$ cat config.mk
export PLATFORM = sky130hd
export DESIGN_NAME = multi_wave_gen
export DESIGN_NICKNAME = d
export VERILOG_FILES = /design/src/rtl/multi_wave_gen_pkg.sv /design/src/rtl/multi_wave_gen_div.sv /design/src/rtl/multi_wave_gen.sv
export SDC_FILE = /design/constraint.sdc
export NUM_CORES = 1
export LEC_CHECK = 0
export BUFFER_PORTS_ARGS = -buffer_cell sky130_fd_sc_hd__clkbuf_2
export CAP_MARGIN = 25
export CORE_MARGIN = 1
export CORE_UTILIZATION = 35
export DETAILED_ROUTE_END_ITERATION = 10
export PLACE_DENSITY_LB_ADDON = 0.1
export SLEW_MARGIN = 20
export SYNTH_ARGS = -nofsm -noshare
export SYNTH_HDL_FRONTEND = slang
export SYNTH_HIERARCHICAL = 1
export SYNTH_SLANG_ARGS = --single-unit
export TNS_END_PERCENT = 20
$ cat constraint.sdc
create_clock -name clk_audio -period 4.3 [get_ports clk_audio]
set_input_delay 0.43 -clock clk_audio [delete_from_list [all_inputs] [get_ports clk_audio]]
set_output_delay 0.43 -clock clk_audio [all_outputs]
set_load 0.01 [all_outputs]
$ cat src/rtl/multi_wave_gen_pkg.sv
// Shared types and the waveform shaping helper for the multi-channel tone generator.
// The optional mix output is selected with the MULTI_WAVE_GEN_MIX_EN macro in multi_wave_gen.sv.
package multi_wave_gen_pkg;

    typedef enum logic [1:0] {
        WAVE_SAW    = 2'd0,
        WAVE_SQUARE = 2'd1,
        WAVE_TRI    = 2'd2,
        WAVE_SILENT = 2'd3
    } wave_mode_t;

    typedef enum logic [1:0] {
        SCAN   = 2'd0,
        DIVIDE = 2'd1,
        WRITE  = 2'd2
    } div_state_t;

    // Widest sample the shaping helper can produce.
    localparam int SHAPE_MAX_W = 32;

    // Maps the top w bits of a phase (right-aligned in p) to a w-bit two's-complement
    // sample, returned in the low w bits. w is a constant at every call site.
    function automatic logic [SHAPE_MAX_W-1:0] wave_shape(
        input logic [SHAPE_MAX_W-1:0] p,
        input wave_mode_t             mode,
        input int                     w
    );
        logic [SHAPE_MAX_W-1:0] mask;
        logic [SHAPE_MAX_W-1:0] top;
        logic [SHAPE_MAX_W-1:0] mag;
        logic [SHAPE_MAX_W-1:0] u;
        logic [SHAPE_MAX_W-1:0] res;
        // A shift by the full word width yields zero, so w == 32 still gives an all-ones mask.
        mask = (32'd1 << w) - 32'd1;
        top  = 32'd1 << (w - 1);
        mag  = top - 32'd1;
        u    = 32'd0;
        res  = 32'd0;
        case (mode)
            WAVE_SAW: begin
                res = p & mask;
            end
            WAVE_SQUARE: begin
                if ((p & top) != 32'd0) begin
                    res = (~mag + 32'd1) & mask;
                end else begin
                    res = mag;
                end
            end
            WAVE_TRI: begin
                u = (p << 1) & mask;
                if ((p & top) != 32'd0) begin
                    u = ~u & mask;
                end else begin
                    u = u;
                end
                res = u ^ top;
            end
            WAVE_SILENT: begin
                res = 32'd0;
            end
            default: begin
                res = 32'd0;
            end
        endcase
        return res;
    endfunction

endpackage

$ cat src/rtl/multi_wave_gen_div.sv
// Shared restoring divider: inc = floor(rate * 2^PHASE_WIDTH / SAMPLE_RATE).
// One quotient bit per cycle, MSB first; zero and out-of-range rates finish at start.
import multi_wave_gen_pkg::*;

module rate_to_inc_div #(
    parameter int PHASE_WIDTH = 24,
    parameter int RATE_WIDTH  = 11,
    parameter int SAMPLE_RATE = 48000
) (
    input  logic                   clk_audio,
    input  logic                   reset_n,
    input  logic                   start,
    input  logic [RATE_WIDTH-1:0]  rate,
    output logic                   busy,
    output logic                   done,
    output logic [PHASE_WIDTH-1:0] inc,
    output logic                   err
);

    // Remainder stays below SAMPLE_RATE, so twice it needs one extra bit.
    localparam int REM_W = $clog2(SAMPLE_RATE) + 1;
    localparam int CNT_W = $clog2(PHASE_WIDTH + 1);
    localparam logic [REM_W-1:0] SR_REM  = REM_W'(SAMPLE_RATE);
    localparam logic [CNT_W-1:0] PW_CNT  = CNT_W'(PHASE_WIDTH);
    localparam logic [CNT_W-1:0] CNT_ONE = CNT_W'(1);
    localparam logic [CNT_W-1:0] CNT_TWO = CNT_W'(2);

    logic [REM_W-1:0]       rem_r;
    logic [REM_W-1:0]       rem_shift_s;
    logic [REM_W-1:0]       rem_next_s;
    logic [PHASE_WIDTH-1:0] quo_r;
    logic [CNT_W-1:0]       cnt_r;
    logic                   err_r;
    logic                   done_r;
    logic                   bit_s;
    logic                   rate_bad_s;
    logic                   rate_zero_s;

    // Classify the incoming request and compute one restoring-division step.
    always_comb begin
        rate_bad_s  = (32'(rate) >= 32'(SAMPLE_RATE));
        rate_zero_s = (rate == {RATE_WIDTH{1'b0}});
        rem_shift_s = {rem_r[REM_W-2:0], 1'b0};
        if (rem_shift_s >= SR_REM) begin
            bit_s      = 1'b1;
            rem_next_s = rem_shift_s - SR_REM;
        end else begin
            bit_s      = 1'b0;
            rem_next_s = rem_shift_s;
        end
    end

    // Load on start, then shift in one quotient bit per cycle until the count runs out.
    always_ff @(posedge clk_audio or negedge reset_n) begin
        if (!reset_n) begin
            rem_r  <= {REM_W{1'b0}};
            quo_r  <= {PHASE_WIDTH{1'b0}};
            cnt_r  <= {CNT_W{1'b0}};
            err_r  <= 1'b0;
            done_r <= 1'b0;
        end else if (start) begin
            err_r <= rate_bad_s;
            quo_r <= {PHASE_WIDTH{1'b0}};
            if (rate_bad_s || rate_zero_s) begin
                rem_r  <= {REM_W{1'b0}};
                cnt_r  <= {CNT_W{1'b0}};
                done_r <= 1'b0;
            end else begin
                rem_r  <= REM_W'(rate);
                cnt_r  <= PW_CNT;
                done_r <= (PW_CNT == CNT_ONE);
            end
        end else if (cnt_r != {CNT_W{1'b0}}) begin
            rem_r  <= rem_next_s;
            quo_r  <= {quo_r[PHASE_WIDTH-2:0], bit_s};
            cnt_r  <= cnt_r - CNT_ONE;
            // done marks the cycle performing the final step.
            done_r <= (cnt_r == CNT_TWO);
        end else begin
            done_r <= 1'b0;
        end
    end

    assign busy = (cnt_r != {CNT_W{1'b0}});
    assign done = done_r;
    assign inc  = quo_r;
    assign err  = err_r;

endmodule

$ cat src/rtl/multi_wave_gen.sv
// Multi-channel saw/square/triangle tone generator with per-channel phase accumulators.
// Increments are recomputed from Hz requests by one shared divider scanned round-robin.
// Optional: define MULTI_WAVE_GEN_MIX_EN to add a saturated sum-of-channels output "mix".
import multi_wave_gen_pkg::*;

module multi_wave_gen #(
    parameter int BIT_WIDTH    = 16,
    parameter int SAMPLE_RATE  = 48000,
    parameter int PHASE_WIDTH  = 24,
    parameter int RATE_WIDTH   = 11,
    parameter int NUM_CHANNELS = 2
) (
    input  logic                              clk_audio,
    input  logic                              reset_n,
    input  logic                              sample_en,
    input  logic [NUM_CHANNELS*RATE_WIDTH-1:0] wave_rate,
    input  logic [NUM_CHANNELS*2-1:0]          mode,
    input  logic [NUM_CHANNELS-1:0]            enable,
    output logic [NUM_CHANNELS*BIT_WIDTH-1:0]  level,
    output logic                              sample_valid,
    output logic [NUM_CHANNELS-1:0]            rate_err
`ifdef MULTI_WAVE_GEN_MIX_EN
    ,
    output logic signed [BIT_WIDTH-1:0]       mix
`endif
);

    localparam int IDX_W = (NUM_CHANNELS > 1) ? $clog2(NUM_CHANNELS) : 1;
    localparam logic [IDX_W-1:0] IDX_LAST = IDX_W'(NUM_CHANNELS - 1);
    localparam logic [IDX_W-1:0] IDX_ONE  = IDX_W'(1);

    // Divider control state.
    div_state_t              state_r;
    div_state_t              state_next_s;
    logic [IDX_W-1:0]        idx_r;
    logic [IDX_W-1:0]        idx_next_s;
    logic [IDX_W-1:0]        idx_inc_s;
    logic [RATE_WIDTH-1:0]   cur_rate_s;
    logic                    fast_s;
    logic                    div_start_s;
    logic                    latch_s;
    logic                    write_s;
    logic                    div_busy_s;
    logic                    div_done_s;
    logic [PHASE_WIDTH-1:0]  div_inc_s;
    logic                    div_err_s;

    // Per-channel state.
    logic [RATE_WIDTH-1:0]   latched_r    [NUM_CHANNELS];
    logic [PHASE_WIDTH-1:0]  inc_r        [NUM_CHANNELS];
    logic [PHASE_WIDTH-1:0]  phase_r      [NUM_CHANNELS];
    logic [PHASE_WIDTH-1:0]  phase_next_s [NUM_CHANNELS];
    logic signed [BIT_WIDTH-1:0] level_r      [NUM_CHANNELS];
    logic signed [BIT_WIDTH-1:0] level_next_s [NUM_CHANNELS];
    logic [SHAPE_MAX_W-1:0]  shape_s      [NUM_CHANNELS];
    logic [NUM_CHANNELS-1:0] rate_err_r;
    logic                    sample_valid_r;

    rate_to_inc_div #(
        .PHASE_WIDTH (PHASE_WIDTH),
        .RATE_WIDTH  (RATE_WIDTH),
        .SAMPLE_RATE (SAMPLE_RATE)
    ) u_div (
        .clk_audio (clk_audio),
        .reset_n   (reset_n),
        .start     (div_start_s),
        .rate      (cur_rate_s),
        .busy      (div_busy_s),
        .done      (div_done_s),
        .inc       (div_inc_s),
        .err       (div_err_s)
    );

    // Select the scanned channel's request and decide whether it can skip the divide.
    always_comb begin
        cur_rate_s = wave_rate[int'(idx_r)*RATE_WIDTH +: RATE_WIDTH];
        fast_s     = (cur_rate_s == {RATE_WIDTH{1'b0}}) ||
                     (32'(cur_rate_s) >= 32'(SAMPLE_RATE));
        if (idx_r == IDX_LAST) begin
            idx_inc_s = {IDX_W{1'b0}};
        end else begin
            idx_inc_s = idx_r + IDX_ONE;
        end
    end

    // Next-state logic for the scan / divide / write sequence.
    always_comb begin
        state_next_s = state_r;
        idx_next_s   = idx_r;
        div_start_s  = 1'b0;
        latch_s      = 1'b0;
        write_s      = 1'b0;
        case (state_r)
            SCAN: begin
                if (cur_rate_s != latched_r[idx_r]) begin
                    latch_s     = 1'b1;
                    div_start_s = 1'b1;
                    if (fast_s) begin
                        state_next_s = WRITE;
                    end else begin
                        state_next_s = DIVIDE;
                    end
                end else begin
                    idx_next_s = idx_inc_s;
                end
            end
            DIVIDE: begin
                if (div_done_s) begin
                    state_next_s = WRITE;
                end else if (div_busy_s) begin
                    state_next_s = DIVIDE;
                end else begin
                    // Divider idle without finishing: rescan rather than stall.
                    state_next_s = SCAN;
                end
            end
            WRITE: begin
                write_s      = 1'b1;
                idx_next_s   = idx_inc_s;
                state_next_s = SCAN;
            end
            default: begin
                state_next_s = SCAN;
                idx_next_s   = {IDX_W{1'b0}};
            end
        endcase
    end

    // Divider control state register.
    always_ff @(posedge clk_audio or negedge reset_n) begin
        if (!reset_n) begin
            state_r <= SCAN;
            idx_r   <= {IDX_W{1'b0}};
        end else begin
            state_r <= state_next_s;
            idx_r   <= idx_next_s;
        end
    end

    // Latch requested rates and commit finished increments and error flags.
    always_ff @(posedge clk_audio or negedge reset_n) begin
        if (!reset_n) begin
            for (int c = 0; c < NUM_CHANNELS; c++) begin
                latched_r[c] <= {RATE_WIDTH{1'b0}};
                inc_r[c]     <= {PHASE_WIDTH{1'b0}};
            end
            rate_err_r <= {NUM_CHANNELS{1'b0}};
        end else begin
            if (latch_s) begin
                latched_r[idx_r] <= cur_rate_s;
            end
            if (write_s) begin
                inc_r[idx_r]      <= div_inc_s;
                rate_err_r[idx_r] <= div_err_s;
            end
        end
    end

    // Shape each channel from its pre-update phase and compute next phase/level.
    always_comb begin
        for (int c = 0; c < NUM_CHANNELS; c++) begin
            shape_s[c]      = wave_shape(32'(phase_r[c][PHASE_WIDTH-1 -: BIT_WIDTH]),
                                         wave_mode_t'(mode[c*2 +: 2]), BIT_WIDTH);
            level_next_s[c] = level_r[c];
            phase_next_s[c] = phase_r[c];
            if (!enable[c]) begin
                level_next_s[c] = {BIT_WIDTH{1'b0}};
                phase_next_s[c] = {PHASE_WIDTH{1'b0}};
            end else if (sample_en) begin
                level_next_s[c] = shape_s[c][BIT_WIDTH-1:0];
                phase_next_s[c] = phase_r[c] + inc_r[c];
            end else begin
                level_next_s[c] = level_r[c];
                phase_next_s[c] = phase_r[c];
            end
        end
    end

    // Phase accumulators, sample registers and the valid strobe.
    always_ff @(posedge clk_audio or negedge reset_n) begin
        if (!reset_n) begin
            for (int c = 0; c < NUM_CHANNELS; c++) begin
                phase_r[c] <= {PHASE_WIDTH{1'b0}};
                level_r[c] <= {BIT_WIDTH{1'b0}};
            end
            sample_valid_r <= 1'b0;
        end else begin
            for (int c = 0; c < NUM_CHANNELS; c++) begin
                phase_r[c] <= phase_next_s[c];
                level_r[c] <= level_next_s[c];
            end
            sample_valid_r <= sample_en;
        end
    end

    for (genvar c = 0; c < NUM_CHANNELS; c++) begin : g_pack
        assign level[c*BIT_WIDTH +: BIT_WIDTH] = level_r[c];
    end

    assign sample_valid = sample_valid_r;
    assign rate_err     = rate_err_r;

`ifdef MULTI_WAVE_GEN_MIX_EN
    localparam int MIX_W = BIT_WIDTH + $clog2(NUM_CHANNELS);
    localparam logic signed [MIX_W-1:0] MIX_MAX = MIX_W'((2 ** (BIT_WIDTH - 1)) - 1);
    localparam logic signed [MIX_W-1:0] MIX_MIN = MIX_W'(-(2 ** (BIT_WIDTH - 1)));

    logic signed [MIX_W-1:0]     sum_s;
    logic signed [BIT_WIDTH-1:0] mix_next_s;
    logic signed [BIT_WIDTH-1:0] mix_r;

    // Sum the levels being registered this edge and clamp to the sample range.
    always_comb begin
        sum_s = {MIX_W{1'b0}};
        for (int c = 0; c < NUM_CHANNELS; c++) begin
            sum_s = sum_s + MIX_W'(level_next_s[c]);
        end
        if (sum_s > MIX_MAX) begin
            mix_next_s = MIX_MAX[BIT_WIDTH-1:0];
        end else if (sum_s < MIX_MIN) begin
            mix_next_s = MIX_MIN[BIT_WIDTH-1:0];
        end else begin
            mix_next_s = sum_s[BIT_WIDTH-1:0];
        end
    end

    // Mix register, updated alongside the channel levels.
    always_ff @(posedge clk_audio or negedge reset_n) begin
        if (!reset_n) begin
            mix_r <= {BIT_WIDTH{1'b0}};
        end else begin
            mix_r <= mix_next_s;
        end
    end

    assign mix = mix_r;
`endif

endmodule

**After elaboration in Yosys (flattened, before gate mapping)**

Cells that the tools add are included.

- Register bits: 202
- Input port bits: 31
- Logic and storage cells: 109
- Output and inout bits: 35

- Muxes and demuxes: 50
- Multiply operators: 1
- Bitwise gates (word level): 8
- Equal/unequal tests: 14
- $add $sub $neg: 5
- Reduce and logical (&&, ||, !) cells: 9
- Order comparisons: 5
- Shift-type cells: 1

Operators with widths:

| operator | count |
|---|---|
| two-way mux 16 bit | 13 |
| two-way mux 24 bit | 7 |
| one-hot mux 16 bit (4 select lines) | 2 |
| two-way mux 11 bit | 5 |
| adder 24 bit | 2 |
| bitwise mux 48 bit | 1 |
| inverter 16 bit | 2 |
| demux 24 bit (select 1 bit) | 1 |
| bitwise mux 22 bit | 1 |
| variable part select 22 x 6 -> 11 bit | 1 |
| greater-or-equal comparator 17 x 16 -> 1 bit (second input constant) | 1 |
| subtractor 16 bit (second input constant) | 1 |
| two-way mux 5 bit | 3 |
| demux 11 bit (select 1 bit) | 1 |
| logical NOT 11 bit | 1 |
| != test 11 bit | 1 |
| equality test 2 bit (second input constant) | 5 |
| two-way mux 1 bit | 10 |
| != test 2 bit (second input constant) | 4 |
| equality test 2 x 1 -> 1 bit (second input constant) | 3 |
| logical NOT 2 bit | 3 |
| two-way mux 2 bit | 3 |
| equality test 5 x 2 -> 1 bit (second input constant) | 1 |
| multiplier 1 x 4 -> 5 bit (second input constant) | 1 |
| 17 further kinds | 20 |

**Depth between registers and ports, before layout**

- Depth after elaboration: 8
- Depth in mapped cells: 11
- Depth with buffers taken out: 9

**By module**

The synthesis kept the hierarchy.

By module, submodules not included:

| module | cells each | area each (µm²) | seq. area each (µm²) | times used |
|---|---|---|---|---|
| multi_wave_gen | 936 | 9575.4 | 3903.7 | 1 |
| rate_to_inc_div | 231 | 2160.8 | 1151.1 | 1 |

**Least setup slack after synthesis**

No wires, ideal clock.

- Path kind: register to register
- Start: reg inc_r[0] in the netlist's numbering
- End: reg phase_r[22] in the netlist's numbering
- Path buffers: 0
- Clock period less this slack: 2.476 ns
- Library setup time: 0.119 ns
- Setup slack: 1.824 ns
- Required time: 4.181 ns
- Stages on the path, launching flop included: 10
- Data arrival time: 2.357 ns
- Path through: dfrtp_1 -> ha_1 -> fa_1 -> a21o_1 -> a311oi_1 -> nor4_1 -> nor2_1 -> a41oi_1 -> mux2i_1 -> o21a_1

- Longest elaborated chain between the ends: 3

RTL lines:

| what | line | text |
|---|---|---|
| start: declaration | multi_wave_gen.sv:50 | `logic [PHASE_WIDTH-1:0] inc_r [NUM_CHANNELS];` |
| start signal: indexed assignment | multi_wave_gen.sv:145 | `inc_r[c] <= {PHASE_WIDTH{1'b0}};` |
| start signal: indexed assignment | multi_wave_gen.sv:153 | `inc_r[idx_r] <= div_inc_s;` |
| adder 24 bit | multi_wave_gen.sv:171 | `phase_next_s[c] = phase_r[c] + inc_r[c];` |
| two-way mux 24 bit | multi_wave_gen.sv:169 | `end else if (sample_en) begin` |
| two-way mux 24 bit | multi_wave_gen.sv:166 | `if (!enable[c]) begin` |
| end signal: indexed assignment | multi_wave_gen.sv:183 | `phase_r[c] <= {PHASE_WIDTH{1'b0}};` |
| end signal: indexed assignment | multi_wave_gen.sv:189 | `phase_r[c] <= phase_next_s[c];` |
| end: declaration | multi_wave_gen.sv:51 | `logic [PHASE_WIDTH-1:0] phase_r [NUM_CHANNELS];` |

No other way between the ends. The select of a mux whose other input is x is not followed.
A chain may end at the register's enable or synchronous reset.

**Final worst setup path**

Ends and elaborated chain as after synthesis.

==> results by group <==
Outcome
  – Status: finished clean

Logic synthesis
  – Register area share after synthesis: 0.431
  – Asr flop ratio synth: 1.00
  – EDFF count, synth: 0
  – Cells after Synth: 1167
  – Syn_nets: 1250
  – Cell variety after synth: 80
  – Syn. warnings: 6
  – Syn_area_per_cell: 10.1 µm²
  – Synth Cell Area: 11700 µm²
  – Flops & latches, synth: 202
  – Prevailing post-synth register cell: dfrtp_1

Finish
  – Commonest non-fill, non-tap cell in the layout: dfrtp_1
  – Storage cell area: 5050 µm²
  – Most frequent cells in the layout: dfrtp_1, nand2_1, nor2_1, a21oi_1, mux2_2
  – Final Cell Area: 13300 µm²
  – Antenna diodes: 0
  – Layout cell share with drive strength beyond 1: 0.202
  – Area grow syn2layout: 13.3%
  – Fin nets: 1286
  – Multi-input gate area: 6320 µm²
  – Fill count: 3207

Global routing
  – GRT Util Overall: 0.173
  – Largest net degree at the start of global routing: 106
  – Gr ovfl total: 0
  – Initial antenna violation count: 0
  – Vias in the first global route: 8701
  – First-pass GRT wire length: 47500 µm

Drt
  – Vias per inst: 5.27
  – DRT antenna net count: 0
  – WL/cell: 17.3 µm
  – Routed Wire Length: 28700 µm
  – Pre-antenna DRT Iters: 5
  – Vias post-DR: 8772
  – DRC Markers: 0
  – Initial DRC Count: 467

Worst setup path
  – FF-to-FF End: phase_r[22]
  – CP max stage delay: 0.57 ns
  – Startpoint types: register
  – Critical Path RT: 4.72 ns
  – Reg2Reg Depth: 9
  – Worst Path Max Fanout: 4
  – Worst-path cell chain: ha_1, fa_1, a21o_1, a311oi_1, nor4_1, nor2_1, a41oi_1, mux2i_1, o21a_1
  – Critical path capture point type: register
  – FF-to-FF setup slack: 1.40 ns
  – Crit path kind: reg -> reg
  – Critical R2R Launch: inc_r[0]
  – Critical Path Slowest Stage Cell: a311oi_1
  – CP arrival: 3.32 ns

Floorplanning
  – Die height: 185 µm
  – Placement row count: 66
  – Core ar.: 32800 µm²
  – I/O pin cnt: 66
  – Die ar.: 34300 µm²
  – Die W: 185 µm
  – Initial core utilization: 0.358

Hold path
  – Min-Delay Path Class: in -> async

Timing
  – Final setup viols: 0
  – Final WS setup: 1.40 ns
  – Fin crit share: 0.674
  – RSZ-0062 raised after global routing: false
  – Post-route setup TNS: 0 ns
  – F_max: 345 MHz
  – Tmin final: 2.90 ns
  – Final hold violation count: 0
  – Worst Tran Pin Value: 0.870 ns
  – Worst slew margin: 0.420
  – Final Max Tran Viols: 0
  – Worst Skew: 0.0111 ns

Power
  – Leakage power: 6.07 nW
  – Total power: 5.86 mW
  – Maximum vdd drop: 0.000393 V
  – Pwr dens: 441 nW/µm²

Clock network
  – Hold-fix buffers, CTS: 0
  – TritonCTS Buffers: 26
  – Clock-pin slew on the worst setup and hold paths: 0.06 ns
  – # H-tree levels: 1
  – Root Driver: clkbuf_16
  – Clock Sinks: 202
  – Worst-Skew Late Latency: 0.53 ns
  – CTS tree: yes
  – Post-CTS Setup Bufs: 0
  – CTS resizes: 0
  – Clk buf depth: 3

Place
  – Dpl hpwl: 20200 µm
  – Port Buf Inserts: 65
  – Dpl ws: 1.44 ns
  – DP Area: 12400 µm²
  – GPL Wtd Cong: 0.885

Job
  – Max Cap Viol: 0
-- cell usage after synthesis, drive strengths merged, types with 4 or more instances --
library cell    n  area, µm²
and3            7       43.8
nor2b          10       62.6
o221a          29        327
o21a            7       52.6
inv            22       82.6
nor2           93        365
clkbuf         46        173
dfrtp         202       5050
ha             50        626
a211oi         41        313
xnor2          60        526
a21oi          80        400
nor3b           7       57.6
buf            22        116
a211o           4       35.0
mux2i          29        294
nand3          19       95.1
o211ai          4       30.0
nor4            8       50.1
nand2         130        493
xor2           30        263
nand2b          4       25.0
nor3           10       50.1
a31oi           8       50.1
o221ai          8       70.1
mux2           78        916
o31ai           5       65.1
o21ai          55        290
nand3b          4       30.0
a21o           21        158
o22ai           5       31.3
nand4          14       93.8
o21bai          4       30.0
-- metal layers --
| layer | up-vias | global-route usage | wire length [µm] |
|---|---|---|---|
| li1 | 4347 | - | - |
| met1 | 4236 | 0.238 | 13900 |
| met2 | 147 | 0.288 | 13300 |
| met3 | 42 | 0.0214 | 897 |
| met4 | 0 | 0.0440 | 634 |
| met5 | - | 0 | 0 |
-- sequential cells by signal, summed over array words and instances (netlist names) --
| signal | count |
|---|---|
| phase_r | 48 |
| sample_valid | 1 |
| inc_r | 48 |
| u_div/inc | 24 |
| u_div/done | 1 |
| level | 32 |
| idx_r | 1 |
| rate_err | 2 |
| state_r | 2 |
| u_div/rem_r | 16 |
| latched_r | 22 |
| u_div/cnt_r | 5 |
-- kinds of logic (layout without fill, tap and decap cells) --
family	count (synthesis)	in the layout	synth area share
simple gates	320	320	0.126
compound gates	304	304	0.184
flops	202	202	0.431
mux	107	107	0.103
buf+inv	91	146	0.0320
xor+xnor	90	90	0.0672
fa+ha+maj	52	52	0.0567
other cells	1	1	0.000320
-- cell type report --
type                       count  share of cell area
multi-input combinational    874               0.476
clock inverter                14             0.00988
clock buffer                  33              0.0548
inverter                      23             0.00649
tap                          442              0.0416
timing repair buffer          76              0.0315
sequential                   202               0.380
-- critical path, delay by kind of cell, from the launching register on --
family,cells,cell delay (ns)
flip-flops,1,0.38
AO/OA/AOI/OAI,4,1.13
adder cells (fa/ha/maj),2,0.65
AND/OR/NAND/NOR,2,0.49
multiplexers,1,0.15
-- report_power, final --
part	internal [mW]	switching [mW]	leakage [nW]
combinational	0.557	0.663	2.94
sequential	2.20	0.276	2.71
clock	1.31	0.856	0.422
total	4.07	1.79	6.07
-- worst max-delay path by stage --
stage / to / cells after the start / slack [ns] / startpoint
floorplan: phase_r[22] / 9 / 1.82 / inc_r[0]
global placement: phase_r[22] / 9 / 1.46 / inc_r[0]
detailed placement: phase_r[22] / 9 / 1.44 / inc_r[0]
CTS: phase_r[22] / 9 / 1.41 / inc_r[0]
global route: phase_r[22] / 9 / 1.22 / inc_r[0]
finish: phase_r[22] / 9 / 1.40 / inc_r[0]
-- through the flow --
step | cells | utilization | hold slack, ns
after global routing | 1664 | 0.406 | 0.0941
after detailed placement | 1617 | 0.379 | 0.486
after floorplan | 1167 | - | 0.134
after CTS | 1664 | 0.406 | 0.0520
after global placement | 1617 | 0.379 | 0.471
final | 1664 | 0.406 | 0.0162
Note: power is estimated with default switching activity, not from simulation.
